===== src/rtl/alu_sequencer.sv =====
// rtl/alu_sequencer.sv - RV32I ALU operand/op sequencer with settle timing and branch evaluation
//
// Captures one ALU request per start pulse, holds the operands and op stable
// for SETTLE_CYCLES, then either drives the result onto the data/address bus
// (arithmetic/logic) or samples the compare flags (branch), and finishes with
// a one-cycle done pulse.
//
// Ports:
//   clk, rst_n                 clock, asynchronous active-low reset
//   start                      request; accepted only while idle
//   branch, funct3, funct7_b5  operation select, sampled with start
//   imm_sel, to_addr           B-operand source and result destination
//   rs1_data, rs2_data, imm    operand sources, sampled with start
//   alu_eq, alu_lt, alu_ge     ALU compare flags
//   a, b, op                   registered ALU operands and op
//   bus_en, addr_en            ALU result output enables
//   busy, done, taken, err     status and single-cycle result pulses
module alu_sequencer #(
  parameter int unsigned SETTLE_CYCLES = 1
) (
  input  logic        clk,
  input  logic        rst_n,
  input  logic        start,
  input  logic        branch,
  input  logic [2:0]  funct3,
  input  logic        funct7_b5,
  input  logic        imm_sel,
  input  logic        to_addr,
  input  logic [31:0] rs1_data,
  input  logic [31:0] rs2_data,
  input  logic [31:0] imm,
  input  logic        alu_eq,
  input  logic        alu_lt,
  input  logic        alu_ge,
  output logic [31:0] a,
  output logic [31:0] b,
  output logic [3:0]  op,
  output logic        bus_en,
  output logic        addr_en,
  output logic        busy,
  output logic        done,
  output logic        taken,
  output logic        err
);

  localparam logic [3:0] OP_OR  = 4'd0;
  localparam logic [3:0] OP_XOR = 4'd1;
  localparam logic [3:0] OP_AND = 4'd2;
  localparam logic [3:0] OP_SL  = 4'd3;
  localparam logic [3:0] OP_SR  = 4'd4;
  localparam logic [3:0] OP_ADD = 4'd5;
  localparam logic [3:0] OP_SUB = 4'd6;

  localparam logic [3:0] SETTLE_INIT = 4'(SETTLE_CYCLES);

  // Branch condition codes held for the flag sample at the end of EXEC.
  localparam logic [1:0] COND_EQ = 2'd0;
  localparam logic [1:0] COND_NE = 2'd1;
  localparam logic [1:0] COND_LT = 2'd2;
  localparam logic [1:0] COND_GE = 2'd3;

  typedef enum logic [1:0] {
    S_IDLE,
    S_EXEC,
    S_DRIVE,
    S_FIN
  } state_t;

  state_t      state_q, state_d;
  logic [3:0]  cnt_q;
  logic        is_branch_q;
  logic        to_addr_q;
  logic        illegal_q;
  logic        taken_q;
  logic [1:0]  cond_q;

  logic [3:0]  dec_op;
  logic        dec_illegal;
  logic        dec_shift;
  logic [1:0]  dec_cond;
  logic [31:0] b_src;
  logic [31:0] b_load;
  logic        cond_met;
  logic        exec_last;
  logic        capture;

  // Request decode, evaluated on the live inputs so it can be captured on
  // the start edge.
  always_comb begin
    dec_op      = OP_ADD;
    dec_illegal = 1'b0;
    dec_shift   = 1'b0;
    dec_cond    = COND_EQ;
    if (branch) begin
      dec_op = OP_SUB;
      case (funct3)
        3'b000:  dec_cond = COND_EQ;
        3'b001:  dec_cond = COND_NE;
        3'b110:  dec_cond = COND_LT;
        3'b111:  dec_cond = COND_GE;
        default: dec_illegal = 1'b1;
      endcase
    end else begin
      case (funct3)
        3'b000:  dec_op = (funct7_b5 && !imm_sel) ? OP_SUB : OP_ADD;
        3'b001:  begin dec_op = OP_SL; dec_shift = 1'b1; end
        3'b100:  dec_op = OP_XOR;
        3'b101:  begin dec_op = OP_SR; dec_shift = 1'b1; end
        3'b110:  dec_op = OP_OR;
        3'b111:  dec_op = OP_AND;
        default: dec_illegal = 1'b1;
      endcase
    end
  end

  // Shift amounts only use the low five bits; the rest are cleared so the
  // ALU never sees a stray high-order shift amount.
  assign b_src  = imm_sel ? imm : rs2_data;
  assign b_load = dec_shift ? {27'd0, b_src[4:0]} : b_src;

  always_comb begin
    cond_met = 1'b0;
    case (cond_q)
      COND_EQ: cond_met = alu_eq;
      COND_NE: cond_met = !alu_eq;
      COND_LT: cond_met = alu_lt;
      COND_GE: cond_met = alu_ge;
      default: cond_met = 1'b0;
    endcase
  end

  assign capture   = (state_q == S_IDLE) && start;
  // <= 1 rather than == 1 keeps a zero-loaded counter from wrapping.
  assign exec_last = (cnt_q <= 4'd1);

  always_comb begin
    state_d = state_q;
    busy    = 1'b1;
    done    = 1'b0;
    err     = 1'b0;
    taken   = 1'b0;
    bus_en  = 1'b0;
    addr_en = 1'b0;
    case (state_q)
      S_IDLE: begin
        busy = 1'b0;
        if (start) state_d = dec_illegal ? S_FIN : S_EXEC;
      end
      S_EXEC: begin
        if (exec_last) state_d = is_branch_q ? S_FIN : S_DRIVE;
      end
      S_DRIVE: begin
        addr_en = to_addr_q;
        bus_en  = !to_addr_q;
        state_d = S_FIN;
      end
      S_FIN: begin
        done    = 1'b1;
        err     = illegal_q;
        taken   = taken_q;
        state_d = S_IDLE;
      end
      default: state_d = S_IDLE;
    endcase
  end

  always_ff @(posedge clk or negedge rst_n) begin
    if (!rst_n) begin
      state_q     <= S_IDLE;
      a           <= 32'd0;
      b           <= 32'd0;
      op          <= OP_OR;
      cnt_q       <= 4'd0;
      is_branch_q <= 1'b0;
      to_addr_q   <= 1'b0;
      illegal_q   <= 1'b0;
      taken_q     <= 1'b0;
      cond_q      <= COND_EQ;
    end else begin
      state_q <= state_d;
      if (capture) begin
        a           <= rs1_data;
        b           <= b_load;
        op          <= dec_op;
        cnt_q       <= SETTLE_INIT;
        is_branch_q <= branch;
        to_addr_q   <= to_addr;
        illegal_q   <= dec_illegal;
        cond_q      <= dec_cond;
        taken_q     <= 1'b0;
      end else if (state_q == S_EXEC) begin
        if (cnt_q != 4'd0) cnt_q <= cnt_q - 4'd1;
        if (exec_last && is_branch_q) taken_q <= cond_met;
      end
    end
  end

endmodule


===== config.mk =====
export PLATFORM = sky130hd
export DESIGN_NAME = alu_sequencer
export DESIGN_NICKNAME = d
export VERILOG_FILES = /design/src/rtl/alu_sequencer.sv
export SDC_FILE = /design/constraint.sdc
export NUM_CORES = 1
export LEC_CHECK = 0
export CAP_MARGIN = 10
export CORE_ASPECT_RATIO = 0.5
export CORE_MARGIN = 2
export CORE_UTILIZATION = 40
export DETAILED_ROUTE_END_ITERATION = 6
export PLACE_DENSITY_LB_ADDON = 0.05
export RECOVER_POWER = 25
export SLEW_MARGIN = 30
export SYNTH_ARGS = -nofsm -noshare
export SYNTH_HDL_FRONTEND = slang
export SYNTH_SLANG_ARGS = --single-unit

===== constraint.sdc =====
create_clock -name clk -period 2.5 [get_ports clk]
set_clock_uncertainty 0.15 [all_clocks]
set_input_delay 0.5 -clock clk [delete_from_list [all_inputs] [get_ports clk]]
set_output_delay 0.5 -clock clk [all_outputs]
set_load 0.02 [all_outputs]

Word level (Yosys, flattened, before mapping). Cells that the tools add are included.

Word-level logic and storage cells: 74. Input port bits: 109. Output and inout port bits: 74. Register bits: 80.

$add $sub $neg: 1. Reduce and logical (&&, ||, !) cells: 19. Equality and inequality tests: 13. Order comparisons: 1. Mux-type cells: 30.

Operator list (number): 32-bit 2-to-1 mux (2); 3-bit one-hot mux with 6 select lines (1); 1-bit 2-to-1 mux (15); 3-bit == test, second input constant (4); 4-bit 2-to-1 mux (3); 2-bit 2-to-1 mux (5); 2-bit == test, second input constant (4); 2-bit one-hot mux with 4 select lines (1); 2-bit one-hot mux with 3 select lines (1); 2-bit AND reduction (3); 2-bit nonzero test (3); 6-bit OR reduction (1); 2-bit by 1-bit == test with 1-bit output, second input constant (2); 4-bit by 1-bit <= comparator with 1-bit output, second input constant (1); 2-bit logical NOT (2); 2-bit inequality test, second input constant (2); 1-bit one-hot mux with 4 select lines (1); 4-bit nonzero test (1); 4-bit OR reduction (1); 4-bit by 1-bit subtractor with 4-bit output, second input constant (1); 3-bit by 1-bit == test with 1-bit output, second input constant (1); 1-bit logical AND (3); 1-bit logical NOT (3); 3-bit logical NOT (1); 2 further kinds (2).

Depth between registers and ports, before layout.
Word-level depth: 7. Gate-level depth with buffers: 8. Depth with buffers taken out: 6.

Least setup slack after synthesis. OpenSTA, ideal clock, no wires.

Kind: input -> register. Start: in funct3[2]. End: reg state_q[1]. Arrival: 1.544 ns. Path buffers: 1. Setup slack: 0.681 ns. Library setup time: 0.125 ns. Data required time: 2.225 ns. Stages on the path: 7. Path through: clkbuf_1 > inv_1 > ha_1 > inv_1 > mux2i_1 > a21oi_1 > mux2_2.

Word-level cells in the longest chain between the ends: 7. Elaborated cells between the ends (all ways): 14. Those cells by class: eq/ne: 5; mux: 6; reduce/logical: 3.

Ends and longest elaborated chain: start, declared (RTL line 25) `input logic [2:0] funct3,`; 3-bit == test (tied with other cells) (RTL line 104) `case (funct3)`; 6-bit OR reduction (no source line) / 4-bit OR reduction (equally long branches); 1-bit 2-to-1 mux (on tied branches) (RTL line 104, 96); 1-bit 2-to-1 mux (*) (RTL line 94) `if (branch) begin`; 2-bit 2-to-1 mux (*) (2 in a row) (RTL line 147) `if (start) state_d = dec_illegal ? S_FIN : S_EXEC;`; 2-bit one-hot mux with 4 select lines (*) (RTL line 144) `case (state_q)`; end signal, assigned (RTL line 180) `state_q <= state_d;`; end, declared (RTL line 69) `state_t state_q, state_d;`.

Every way passes the cells marked *; elsewhere a longest branch is shown, timed or not. The select of a mux whose other input is x is not followed. A chain may end at the register's enable or synchronous reset.

Worst setup path in the final report.
Start: reg state_q[1]. End: out err.

Word-level cells in the longest chain between the ends: 2.

Ends and longest elaborated chain: 2-bit == test (RTL line 144); 1-bit 2-to-1 mux (RTL line 144); end, declared (RTL line 43) `output logic err`.

Every way passes these cells.

==> flow_summary.ini <==
[global_routing]
grt_max_degree = 47
grt.total_usage = 0.198
grt_pass1_wl_um = 15500
antenna_found_initial = 0
grt-ovfl-total = 0
grt_pass1_vias = 3146

[worst_setup_path]
crit_path_start_kind = flip-flop
critical_path_required_ns = 1.85
critPathMaxFanout = 5
critPathCaptureType = output pin
r2r-end = taken_q
reg2reg_depth = 6
reg2reg_from = state_q[1]
rrSetupSlack_ns = 0.62
arrival_ns = 1.69
critical_path_class = flip-flop to output pin

[flow_run]
maxCapViolCount = 0

[synth]
synth_nets = 505
synth_most_common_cell = nand2_1
synth_area_um2 = 3620
synth-seq-cells = 79
synth_top_area_frac = 0.545
synth_warnings = 0
syn_avg_cell_area_um2 = 9.37
ys_seq_area_frac = 0.545
synthTopCellsByArea = dfrtp_1 55%, nand2_1 15%, mux2i_1 9.1%
synthArstFlopShare = 1.00
synth_edf_count = 0
yosys-top-cells-count = 148 x nand2_1, 79 x dfrtp_1, 36 x o21ai_0
yosysUniqueCellTypes = 35
synthCells = 387
synth_ff_type = dfrtp_1
synth_top_cell_by_area = dfrtp_1

[placement]
port_buffers = 181
hpwl_um = 6880
dpl_cell_area_um2 = 5540
gp_congestion = 0.760

[final_layout]
stdcell_area_um2 = 5800
n_antenna_cell = 0
nNetsFinal = 682
drive_gt1_frac = 0.0459
area_delta_synth_final_pct = 60.0
fillers = 745

[sta]
rsz0062_at_grt = false
fin_crit_ns = 2.34
worst_slew_pin_slew_ns = 0.859
period_share = 0.934
slew_violations = 0
holdWs_ns = 0.324
max_slew_margin = 0.427
setup_viol = 0
final_hold_viol_count = 0
max_freq_ghz = 0.428
setup_tns_ns = 0

[clocking]
clock-sinks = 79
clockBufferDepth = 2
cts_buffers = 9
htreeDepth = 3
cts-root-buf = clkbuf_16
cts_tree = done
clk_latency_ns = 0.33
path_clk_slew_ns = 0.05

[routing]
vias_per_cell = 4.66
wl_um = 9330
wl_per_cell_um = 13.6
ant_nets = 0
drtIter0Drc = 118
remaining_drc_errors = 0
via_count = 3188
drt-pass1-iter-count = 4

[worst_hold_path]
hold_path_depth = 2
worstHoldStart = a[1]
hp-class = flip-flop to flip-flop
hold_path_end = a[1]

[power_and_ir_drop]
ir_worst_vdd_mv = 0.496
p_per_area_nw_per_um2 = 1100
p_leak_nw = 2.76

[die]
core_um2 = 8770
fp.dieW_um = 139
start_util = 0.413
die_y_um = 71.3
rows = 24
die-area_um2 = 9890
boundaryPins = 183

[run_status]
outcome = complete, no violations
==> per-layer routing <==
metal / up-vias / share of wire / GRT usage
met5: - / 0 / 0
met4: 0 / 0.0046 / 0.0415
met3: 4 / 0.083 / 0.0862
met2: 100 / 0.48 / 0.318
met1: 1474 / 0.44 / 0.252
li1: 1610 / - / -
==> power by group <==
| part | switching, mW | total [mW] | internal (mW) |
|---|---|---|---|
| logic | 1.60 | 3.04 | 1.44 |
| registers | 0.338 | 2.20 | 1.86 |
| clock network | 0.461 | 1.12 | 0.658 |
==> worst max path at each step <==
stage               start         end  slack (ns)
2_1_floorplan   funct3[2]  state_q[1]        0.68
3_3_place_gp    funct3[1]  state_q[1]        0.30
3_5_place_dp    funct3[1]       b[17]        0.29
4_1_cts        state_q[0]      bus_en       0.006
5_1_grt        state_q[0]         err        0.04
6_report       state_q[1]         err        0.16
==> per-stage QoR <==
step / cells / setup WS, ns / util / total power [mW]
6_report: 684 / 0.165 / 0.661 / 6.35
3_3_place_gp: 669 / 0.301 / 0.632 / 5.24
3_5_place_dp: 669 / 0.294 / 0.632 / 5.29
4_1_cts: 684 / 0.00620 / 0.661 / 6.46
5_1_grt: 684 / 0.0357 / 0.661 / 6.84
2_1_floorplan: 387 / 0.681 / - / 3.77
==> repair_timing <==
action | CTS | global route
endpoints found under the setup margin | 0 | 3
hold buffers | 1 | 0
buffers inserted | 0 | 0
resized for setup | 0 | 3
hold endpoints to repair | 31 | 0
==> registers in the layout, summed over array words and instances, names as in the netlist <==
| name | flops |
|---|---|
| cnt_q | 4 |
| op | 3 |
| b | 32 |
| state_q | 2 |
| cond_q | 2 |
| illegal_q | 1 |
| to_addr_q | 1 |
| is_branch_q | 1 |
| taken_q | 1 |
| a | 32 |
==> critical path, stage by stage (launching register included) <==
cell,delay (ns)
dfrtp_1,0.41
ha_1,0.22
and2_1,0.13
clkdlybuf4s50_1,0.59
==> kinds of logic after synthesis <==
kind of cell	Yosys count	synth area share
xor gates and xnor gates	4	0.00967
other	1	0.00103
and+or+nand+nor	177	0.195
muxes	34	0.0942
AOI/OAI and AO/OA	52	0.0815
DFF	79	0.545
buffers and inverters	31	0.0418
adders and majority gates	9	0.0311
==> layout by cell type (no fill, tap or decap) <==
master             n
a211o_1            2
a211oi_1           2
a21boi_0           1
a21oi_1            5
a21oi_2            1
a41oi_1            1
and2_1             4
buf_12             2
buf_2              1
buf_4              6
clkbuf_1           3
clkbuf_16          9
clkbuf_2           1
clkdlybuf4s50_1  176
clkinv_2           2
conb_1             1
dfrtp_1           79
dlygate4sd3_1      1
dlymetal6s2s_1     3
ha_1               9
inv_1              7
mux2_2             1
mux2i_1           33
nand2_1          147
nand2_2            2
nand2b_1           1
nand3_1            4
nor2_1            12
nor2b_1            3
nor3_1             2
o211ai_1           1
o21ai_0           36
o2bb2a_1           1
o31ai_1            2
or4_4              1
or4b_1             1
xnor2_1            2
xor2_1             2
==> final cells by class <==
type,instances,area (um2),area share
flip-flops and latches,79,1980,0.341
repair buffers,190,1900,0.328
multi-input cells,277,1500,0.258
clock buffers,12,236,0.0408
well taps,117,146,0.0252
inverters,7,26.3,0.00453
clock inverters,2,10.0,0.00173
No activity file was read; power rests on OpenSTA's default activity.
